File: src/rtl/cache_mem_arbiter_pkg.sv
// Shared definitions for the cache/memory refill arbiter: FSM encoding,
// requester identity and the line-size legality rule.
package cache_mem_arbiter_pkg;

    localparam logic [2:0] IDLE = 3'd0;
    localparam logic [2:0] I_RD = 3'd1;
    localparam logic [2:0] D_RD = 3'd2;
    localparam logic [2:0] D_WR = 3'd3;
    localparam logic [2:0] DONE = 3'd4;

    typedef enum logic {
        SIDE_I = 1'b0,
        SIDE_D = 1'b1
    } side_e;

    function automatic bit line_words_legal(input int unsigned n);
        return (n >= 2) && (n <= 32) && ((n & (n - 1)) == 0);
    endfunction

endpackage

File: src/rtl/cache_mem_arbiter_if.sv
// Bundle of I-side, D-side and memory-side signals of the arbiter.
// master is the arbiter's view; slave is the view of the caches and memory.
interface cache_mem_arbiter_if #(
    parameter int LINE_WORDS = 8,
    parameter int ADDR_W     = 32
);
    localparam int IDX_W = $clog2(LINE_WORDS);

    logic              i_req;
    logic [ADDR_W-1:0] i_addr;
    logic              i_rvalid;
    logic [31:0]       i_rdata;
    logic              i_done;

    logic              d_req;
    logic              d_we;
    logic [ADDR_W-1:0] d_addr;
    logic [31:0]       d_wdata;
    logic [IDX_W-1:0]  d_widx;
    logic              d_rvalid;
    logic [31:0]       d_rdata;
    logic              d_done;

    logic              mem_req;
    logic              mem_we;
    logic [ADDR_W-1:0] mem_addr;
    logic [31:0]       mem_wdata;
    logic              mem_ready;
    logic              mem_rvalid;
    logic [31:0]       mem_rdata;

    modport master (
        input  i_req, i_addr, d_req, d_we, d_addr, d_wdata,
        input  mem_ready, mem_rvalid, mem_rdata,
        output i_rvalid, i_rdata, i_done,
        output d_widx, d_rvalid, d_rdata, d_done,
        output mem_req, mem_we, mem_addr, mem_wdata
    );

    modport slave (
        output i_req, i_addr, d_req, d_we, d_addr, d_wdata,
        output mem_ready, mem_rvalid, mem_rdata,
        input  i_rvalid, i_rdata, i_done,
        input  d_widx, d_rvalid, d_rdata, d_done,
        input  mem_req, mem_we, mem_addr, mem_wdata
    );

endinterface

File: src/rtl/cache_mem_arbiter_line_beat_counter.sv
// Beat counter for one cache line: counts 0..LINE_WORDS, cleared between bursts.
module line_beat_counter #(
    parameter int LINE_WORDS = 8,
    parameter int CNT_W      = $clog2(LINE_WORDS) + 1
) (
    input  logic             clk,
    input  logic             rst_n,
    input  logic             clr,
    input  logic             inc,
    output logic [CNT_W-1:0] count
);

    logic [CNT_W-1:0] count_q, count_d;

    always_comb begin
        // NOTE: default first so every path assigns count_d; no latch can form.
        count_d = count_q;
        if (clr) begin
            count_d = '0;
        end else if (inc) begin
            count_d = count_q + CNT_W'(1);
        end
    end

    // NOTE: state flops use non-blocking assignments; reset is asynchronous active-low.
    always_ff @(posedge clk or negedge rst_n) begin
        if (!rst_n) begin
            count_q <= '0;
        end else begin
            count_q <= count_d;
        end
    end

    assign count = count_q;

endmodule

File: src/rtl/cache_mem_arbiter.sv
// Round-robin arbiter granting whole-line memory bursts to the I-cache refill
// path or the D-cache refill/write-back path.
module cache_mem_arbiter
    import cache_mem_arbiter_pkg::*;
#(
    parameter int LINE_WORDS = 8,
    parameter int ADDR_W     = 32
) (
    input  logic                 clk,
    input  logic                 rst_n,
    cache_mem_arbiter_if.master  bus
);

    localparam int IDX_W = $clog2(LINE_WORDS);
    localparam int CNT_W = IDX_W + 1;
    localparam int OFF_W = IDX_W + 2;
    localparam logic [CNT_W-1:0] FULL = CNT_W'(LINE_WORDS);

    if (!line_words_legal(LINE_WORDS)) begin : g_bad_line_words
        $error("LINE_WORDS must be a power of two from 2 to 32");
    end

    logic [2:0]        state_q, state_d;
    side_e             grant_q, grant_d;
    side_e             last_q, last_d;
    logic [ADDR_W-1:0] base_q, base_d;

    logic [CNT_W-1:0]  issue_cnt, ret_cnt;
    logic              cnt_clr, issue_inc, ret_inc;
    logic              in_read, in_burst, issue_active;

    assign in_read      = (state_q == I_RD) || (state_q == D_RD);
    assign in_burst     = in_read || (state_q == D_WR);
    assign issue_active = in_burst && (issue_cnt != FULL);
    assign issue_inc    = issue_active && bus.mem_ready;
    // Returns outside a read burst, or beyond a full line, are dropped.
    assign ret_inc      = in_read && bus.mem_rvalid && (ret_cnt != FULL);
    assign cnt_clr      = (state_q == IDLE);

    line_beat_counter #(.LINE_WORDS(LINE_WORDS)) u_issue_cnt (
        .clk   (clk),
        .rst_n (rst_n),
        .clr   (cnt_clr),
        .inc   (issue_inc),
        .count (issue_cnt)
    );

    line_beat_counter #(.LINE_WORDS(LINE_WORDS)) u_ret_cnt (
        .clk   (clk),
        .rst_n (rst_n),
        .clr   (cnt_clr),
        .inc   (ret_inc),
        .count (ret_cnt)
    );

    always_comb begin
        state_d = state_q;
        grant_d = grant_q;
        last_d  = last_q;
        base_d  = base_q;
        case (state_q)
            IDLE: begin
                if (bus.d_req && (!bus.i_req || (last_q == SIDE_I))) begin
                    grant_d = SIDE_D;
                    state_d = bus.d_we ? D_WR : D_RD;
                    base_d  = {bus.d_addr[ADDR_W-1:OFF_W], OFF_W'(0)};
                end else if (bus.i_req) begin
                    grant_d = SIDE_I;
                    state_d = I_RD;
                    base_d  = {bus.i_addr[ADDR_W-1:OFF_W], OFF_W'(0)};
                end
            end
            I_RD, D_RD: begin
                if (ret_cnt + CNT_W'(ret_inc) == FULL) state_d = DONE;
            end
            D_WR: begin
                if (issue_cnt + CNT_W'(issue_inc) == FULL) state_d = DONE;
            end
            DONE: begin
                last_d  = grant_q;
                state_d = IDLE;
            end
            default: state_d = IDLE;
        endcase
    end

    always_ff @(posedge clk or negedge rst_n) begin
        if (!rst_n) begin
            state_q <= IDLE;
            grant_q <= SIDE_I;
            last_q  <= SIDE_I;
            base_q  <= '0;
        end else begin
            state_q <= state_d;
            grant_q <= grant_d;
            last_q  <= last_d;
            base_q  <= base_d;
        end
    end

    assign bus.mem_req   = issue_active;
    assign bus.mem_we    = (state_q == D_WR);
    assign bus.mem_addr  = issue_active ? base_q + (ADDR_W'(issue_cnt) << 2) : '0;
    assign bus.mem_wdata = (state_q == D_WR) ? bus.d_wdata : 32'd0;
    assign bus.d_widx    = (state_q == D_WR) ? issue_cnt[IDX_W-1:0] : '0;

    assign bus.i_rvalid  = (state_q == I_RD) && ret_inc;
    assign bus.i_rdata   = (state_q == I_RD) ? bus.mem_rdata : 32'd0;
    assign bus.d_rvalid  = (state_q == D_RD) && ret_inc;
    assign bus.d_rdata   = (state_q == D_RD) ? bus.mem_rdata : 32'd0;

    assign bus.i_done    = (state_q == DONE) && (grant_q == SIDE_I);
    assign bus.d_done    = (state_q == DONE) && (grant_q == SIDE_D);

endmodule

File: src/flat_wrapper.sv
// flat-port wrapper written by rule: the top's interface ports become plain ports
module cache_mem_arbiter_flat import cache_mem_arbiter_pkg::*;
#(
    parameter int LINE_WORDS = 8,
    parameter int ADDR_W     = 32
)
  (clk, rst_n, bus_i_req, bus_i_addr, bus_d_req, bus_d_we, bus_d_addr, bus_d_wdata, bus_mem_ready, bus_mem_rvalid, bus_mem_rdata, bus_i_rvalid, bus_i_rdata, bus_i_done, bus_d_widx, bus_d_rvalid, bus_d_rdata, bus_d_done, bus_mem_req, bus_mem_we, bus_mem_addr, bus_mem_wdata);
  cache_mem_arbiter_if #(.LINE_WORDS(LINE_WORDS), .ADDR_W(ADDR_W)) bus_i ();
  input  logic clk;
  input  logic rst_n;
  input wire logic [$bits(bus_i.i_req)-1:0] bus_i_req;
  input wire logic [$bits(bus_i.i_addr)-1:0] bus_i_addr;
  input wire logic [$bits(bus_i.d_req)-1:0] bus_d_req;
  input wire logic [$bits(bus_i.d_we)-1:0] bus_d_we;
  input wire logic [$bits(bus_i.d_addr)-1:0] bus_d_addr;
  input wire logic [$bits(bus_i.d_wdata)-1:0] bus_d_wdata;
  input wire logic [$bits(bus_i.mem_ready)-1:0] bus_mem_ready;
  input wire logic [$bits(bus_i.mem_rvalid)-1:0] bus_mem_rvalid;
  input wire logic [$bits(bus_i.mem_rdata)-1:0] bus_mem_rdata;
  output wire logic [$bits(bus_i.i_rvalid)-1:0] bus_i_rvalid;
  output wire logic [$bits(bus_i.i_rdata)-1:0] bus_i_rdata;
  output wire logic [$bits(bus_i.i_done)-1:0] bus_i_done;
  output wire logic [$bits(bus_i.d_widx)-1:0] bus_d_widx;
  output wire logic [$bits(bus_i.d_rvalid)-1:0] bus_d_rvalid;
  output wire logic [$bits(bus_i.d_rdata)-1:0] bus_d_rdata;
  output wire logic [$bits(bus_i.d_done)-1:0] bus_d_done;
  output wire logic [$bits(bus_i.mem_req)-1:0] bus_mem_req;
  output wire logic [$bits(bus_i.mem_we)-1:0] bus_mem_we;
  output wire logic [$bits(bus_i.mem_addr)-1:0] bus_mem_addr;
  output wire logic [$bits(bus_i.mem_wdata)-1:0] bus_mem_wdata;
  assign bus_i.i_req = bus_i_req;
  assign bus_i.i_addr = bus_i_addr;
  assign bus_i.d_req = bus_d_req;
  assign bus_i.d_we = bus_d_we;
  assign bus_i.d_addr = bus_d_addr;
  assign bus_i.d_wdata = bus_d_wdata;
  assign bus_i.mem_ready = bus_mem_ready;
  assign bus_i.mem_rvalid = bus_mem_rvalid;
  assign bus_i.mem_rdata = bus_mem_rdata;
  assign bus_i_rvalid = bus_i.i_rvalid;
  assign bus_i_rdata = bus_i.i_rdata;
  assign bus_i_done = bus_i.i_done;
  assign bus_d_widx = bus_i.d_widx;
  assign bus_d_rvalid = bus_i.d_rvalid;
  assign bus_d_rdata = bus_i.d_rdata;
  assign bus_d_done = bus_i.d_done;
  assign bus_mem_req = bus_i.mem_req;
  assign bus_mem_we = bus_i.mem_we;
  assign bus_mem_addr = bus_i.mem_addr;
  assign bus_mem_wdata = bus_i.mem_wdata;
  cache_mem_arbiter #(.LINE_WORDS(LINE_WORDS), .ADDR_W(ADDR_W)) u_core (.clk(clk), .rst_n(rst_n), .bus(bus_i));
endmodule
File: config.mk
export PLATFORM = sky130hd
export DESIGN_NAME = cache_mem_arbiter_flat
export DESIGN_NICKNAME = d
export VERILOG_FILES = /design/src/rtl/cache_mem_arbiter_pkg.sv /design/src/rtl/cache_mem_arbiter_if.sv /design/src/rtl/cache_mem_arbiter_line_beat_counter.sv /design/src/rtl/cache_mem_arbiter.sv /design/src/flat_wrapper.sv
export SDC_FILE = /design/constraint.sdc
export NUM_CORES = 1
export LEC_CHECK = 0
export ABC_AREA = 0
export ABC_CLOCK_PERIOD_IN_PS = 3800
export CAP_MARGIN = 15
export CORE_AREA = 4 4 143 76
export DETAILED_ROUTE_END_ITERATION = 12
export DIE_AREA = 0 0 147 80
export PLACE_DENSITY = 0.95
export SYNTH_ARGS = -nofsm -noshare
export SYNTH_HDL_FRONTEND = slang
export SYNTH_SLANG_ARGS = --single-unit
File: constraint.sdc
create_clock -name clk -period 3.8 [get_ports clk]
set_input_delay 1.14 -clock clk [delete_from_list [all_inputs] [get_ports clk]]
set_output_delay 1.14 -clock clk [all_outputs]
set_load 0.01 [all_outputs]
=== Word-level counts from Yosys, hierarchy flattened ===
Index checks and enable logic that the tools add are counted.
Widths: inputs -> output; s select.

* Output and inout port bits: 137
* Logic and storage cells: 63
* Register bits: 45

* Muxes and demuxes: 19
* Equal/unequal tests: 11
* Add/sub/neg operators: 5
* Bitwise operators: 2
* Reductions and logical operators: 20

{| class="wikitable"
|+ Operators with widths
! kind !! count
|-
| $mux 32 || 6
|-
| $add 32x6->32 || 1
|-
| $mux 4 || 4
|-
| $mux 3 || 5
|-
| $logic_and 1x1->1 || 9
|-
| $pmux 3 s3 || 1
|-
| $add 4x1->4 || 2
|-
| $add 4x1->4 const B || 2
|-
| $eq 4x4->1 const B || 2
|-
| $ne 4x4->1 const B || 2
|-
| $eq 3x2->1 const B || 2
|-
| $reduce_bool 2->1 || 3
|-
| $ne 2x1->1 const B || 2
|-
| $eq 3x1->1 const B || 1
|-
| $eq 3x3->1 const B || 1
|-
| $logic_not 3->1 || 1
|-
| $logic_or 1x1->1 || 3
|-
| $mux 1 || 3
|-
| $ne 3x3->1 const B || 1
|-
| $reduce_and 3->1 || 1
|-
| $not 1->1 || 2
|-
| $reduce_and 2->1 || 1
|-
| $reduce_or 2->1 || 1
|-
| $logic_not 1->1 || 1
|}

=== Longest topological paths before layout ===
* Word-level depth: 9
* Depth in mapped cells: 13
* Depth with buffers taken out: 13

=== Modules after synthesis ===
A second synthesis with hierarchy kept.

* Cells, all modules: 437
* Area total of the unflattened synthesis: 3509.6 µm²

{| class="wikitable"
|+ Modules (own cells, without submodules)
! module !! cells an instance !! times used !! area an instance (µm²)
|-
| cache_mem_arbiter || 405 || 1 || 3124.2
|-
| line_beat_counter || 16 || 2 || 192.7
|}

=== Least setup slack after synthesis ===
Ideal clock, no wire load.

* Kind: input -> output
* From: input bus_mem_rvalid
* To: output bus_d_rvalid
* Slack: 965 ps
* Arrival: 1695 ps
* Cell stages on the path: 2
* Path through: nor4b_4 -> and2_2

* Word-level cells in the longest chain between the ends: 3

{| class="wikitable"
|+ Ends and longest elaborated chain
! item !! line !! RTL
|-
| from (decl) || flat_wrapper.sv:18 || <nowiki>input wire logic [$bits(bus_i.mem_rvalid)-1:0] bus_mem_rvalid;</nowiki>
|-
| $logic_and 1x1->1 (2 in series) || cache_mem_arbiter.sv:37 || <nowiki>assign ret_inc = in_read && bus.mem_rvalid && (ret_cnt != FULL);</nowiki>
|-
| $logic_and 1x1->1 || cache_mem_arbiter.sv:109 || <nowiki>assign bus.d_rvalid = (state_q == D_RD) && ret_inc;</nowiki>
|-
| to (decl) || flat_wrapper.sv:24 || <nowiki>output wire logic [$bits(bus_i.d_rvalid)-1:0] bus_d_rvalid;</nowiki>
|}

No other way between the ends.

=== Worst setup path in the final report ===
* From: input bus_mem_rvalid
* To: output bus_i_rvalid

* Word-level cells in the longest chain between the ends: 3

{| class="wikitable"
|+ Ends and longest elaborated chain
! item !! line !! RTL
|-
| $logic_and 1x1->1 (2 in series) || cache_mem_arbiter.sv:37 ||
|-
| $logic_and 1x1->1 || cache_mem_arbiter.sv:107 || <nowiki>assign bus.i_rvalid = (state_q == I_RD) && ret_inc;</nowiki>
|-
| to (decl) || flat_wrapper.sv:20 || <nowiki>output wire logic [$bits(bus_i.i_rvalid)-1:0] bus_i_rvalid;</nowiki>
|}

No other way between the ends.

==> flow_summary.yaml <==
sta:
  period_share_pct: 98.4
  drv_slew: 0
  hold_viol: 0
  fmax_mhz: 267
  fin_ws_ns: 0.0615
  skew_ns: 0.00501
  slew_headroom_pct: 39.2
  setup-violations-final: 0
  tightest_slew_ns: 0.913
  finalCriticalPeriod_ns: 3.74
placement:
  gp_congestion: 0.759
  hpwlAfterDp_um: 10500
  dpl_cell_area_um2: 6140
  pre_cts_slack_ns: 0.0397
  io_buffer_count: 259
drt:
  drt_iter0_markers: 182
  finalWirelength_um: 13100
  met2WireLength_um: 7020
  met1_length_um: 5170
  vias: 3769
  top_layer_used: "met4"
  drc: 0
  wl_per_cell_um: 16.2
  firstDrtPassIters: 5
  wl_met3_um: 699
  drt.antenna.violating_nets: 0
  viasPerCell: 4.67
floorplan:
  fp.dieArea_um2: 11800
  core_region_area_um2: 9420
  row_count: 25
  die_h_um: 80
  start_util_pct: 35.9
  die_w_um: 147
  pin_count: 272
pwr:
  ir_drop_mv: 0.361
  leakage_nw: 2.62
  power_density_nw_per_um2: 597
status:
  status: "finished, final reports clean"
global_routing:
  grt_max_degree: 41
  grt_use_total_pct: 20.6
  overflow: 0
  antenna_found_initial: 0
  grt_pass1_wl_um: 19800
  grt_pass1_vias: 3808
worst_setup_path:
  crit_fanout: 3
  required_ns: 2.66
  arrival_ns: 2.60
  crit_type: "input port to output port"
  startpoint_type: "input port"
  cp-end-kind: "output port"
layout:
  diodes: 0
  fin_area_um2: 6330
  final_util_pct: 67.2
  fin_nets: 816
  layout-drive-gt1-share_pct: 5.36
  syn_to_final_growth_pct: 87.2
synthesis:
  synth_largest_area_cell: "dfrtp_1"
  synthTopCellsByCount: "101 x and2_1, 69 x nor2_1, 40 x dfrtp_1"
  synth_edf_count: 0
  syn-cell-area_um2: 3380
  yosysMostFrequentCell: "and2_1"
  synth_top_area_share_pct: 29.6
  syn-instance-count: 420
  yosysSeqAreaShare_pct: 29.6
  avgSynthCellArea_um2: 8.05
  synthTopCellsByArea: "dfrtp_1 30%, and2_1 19%, mux2i_1 8.3%, nor2_1 7.7%, xor2_1 6.2%"
  ys_types: 37
  ys_async_sr_fraction_pct: 100
  synth_seq_cells: 40
  ys.flop_type: "dfrtp_1"
  yosys_warnings: 0
flow_run:
  maxCapViolations: 0
hold_path:
  min_path_type: "flop to flop"
cts:
  h-tree-depth: 2
  cts_inserted_buffers: 5
  tritoncts: "built"
  cts_max_path_buffers: 2
  cts_root_buffer: "clkbuf_16"
  clk_latency_ns: 0.28
  clock-sinks: 40
  cts_hold_buf: 0
  clk_pin_slew_ns: 0.06
layer usage:
metal  GRT usage [%]  vias to the layer above
met5               0                        -
met1            23.6                     1743
met4            5.39                        0
li1                -                     1882
met3            3.35                       17
met2            40.2                      127
state kept, by name, indices dropped and copies added, names as in the netlist:
signal	count
u_core.u_ret_cnt.count	4
u_core.base_q	27
u_core.state_q	3
u_core.grant_q	1
u_core.u_issue_cnt.count	4
u_core.last_q	1
stage by stage:
step	std cells	hold slack [ns]	setup TNS (ns)	power, mW
after floorplan	421	0.450	0	2.03
after global placement	797	0.509	0	3.21
after detailed placement	797	0.512	0	3.30
after CTS	805	0.525	0	3.80
after global routing	807	0.558	-0.0162	4.05
final	807	0.524	0	3.78
power by group:
group | leakage (nW) | total [mW] | switching [mW] | internal, mW
clock | 0.0798 | 0.478 | 0.169 | 0.308
sequential | 0.466 | 0.859 | 0.246 | 0.613
combinational | 2.07 | 2.44 | 1.14 | 1.30
area by class of cell:
class	instances	area (um^2)
multi-input combinational	345	2270
inverter	9	33.8
tap	135	169
fill	731	3080
timing repair buffer	270	2690
clock buffer	5	125
clock inverter	3	42.5
sequential	40	1000
logic make-up after synthesis:
| logic type | share of synthesized area, % |
|---|---|
| adder cells (fa/ha/maj) | 3.70 |
| other | 0.111 |
| AND/OR/NAND/NOR | 38.1 |
| flip-flops | 29.6 |
| multiplexers | 8.29 |
| buffers and inverters | 4.51 |
| XOR/XNOR | 9.06 |
| AO/OA/AOI/OAI | 6.62 |
critical path: stages:
cell and delay, ns:
clkdlybuf4s50_1 0.45, nor4b_4 0.28, and2_4 0.19, clkdlybuf4s50_1 0.53
cell usage in the layout, fill, tap and decap left out, types with 3 or more instances in the layout:
master,count
mux2i_1,28
and3_1,6
clkdlybuf4s50_1,255
buf_4,10
nand4_1,5
xnor2_1,11
dlymetal6s2s_1,3
clkbuf_16,5
nand2_1,15
dfrtp_1,39
ha_1,9
a21oi_1,30
nand3_1,15
inv_1,8
and4_1,4
and2_1,101
nor2_1,69
xor2_1,24
worst paths after layout:
| kind | start | endpoint | slack, ns | cells past startpoint |
|---|---|---|---|---|
| hold reg to reg | u_core.grant_q | u_core.grant_q | 0.52 | 1 |
| max in group asynchronous | rst_n | u_core.u_issue_cnt.count[3] | 2.19 | 1 |
| min in group asynchronous | rst_n | u_core.base_q[27] | 0.99 | 1 |
| hold / removal | u_core.grant_q | u_core.grant_q | 0.52 | 1 |
| setup / recovery | bus_mem_rvalid | bus_i_rvalid | 0.06 | 4 |
| setup reg to reg | u_core.u_issue_cnt.count[0] | u_core.state_q[1] | 0.80 | 14 |
repair_timing:
item,in CTS,in global routing
cloned,0,0
setup buffers,0,2
endpoints found under the setup margin,4,12
resized for setup,0,6
pin swaps,1,3
endpoints found under the hold margin,0,0
No activity file was read; power rests on OpenSTA's default activity.
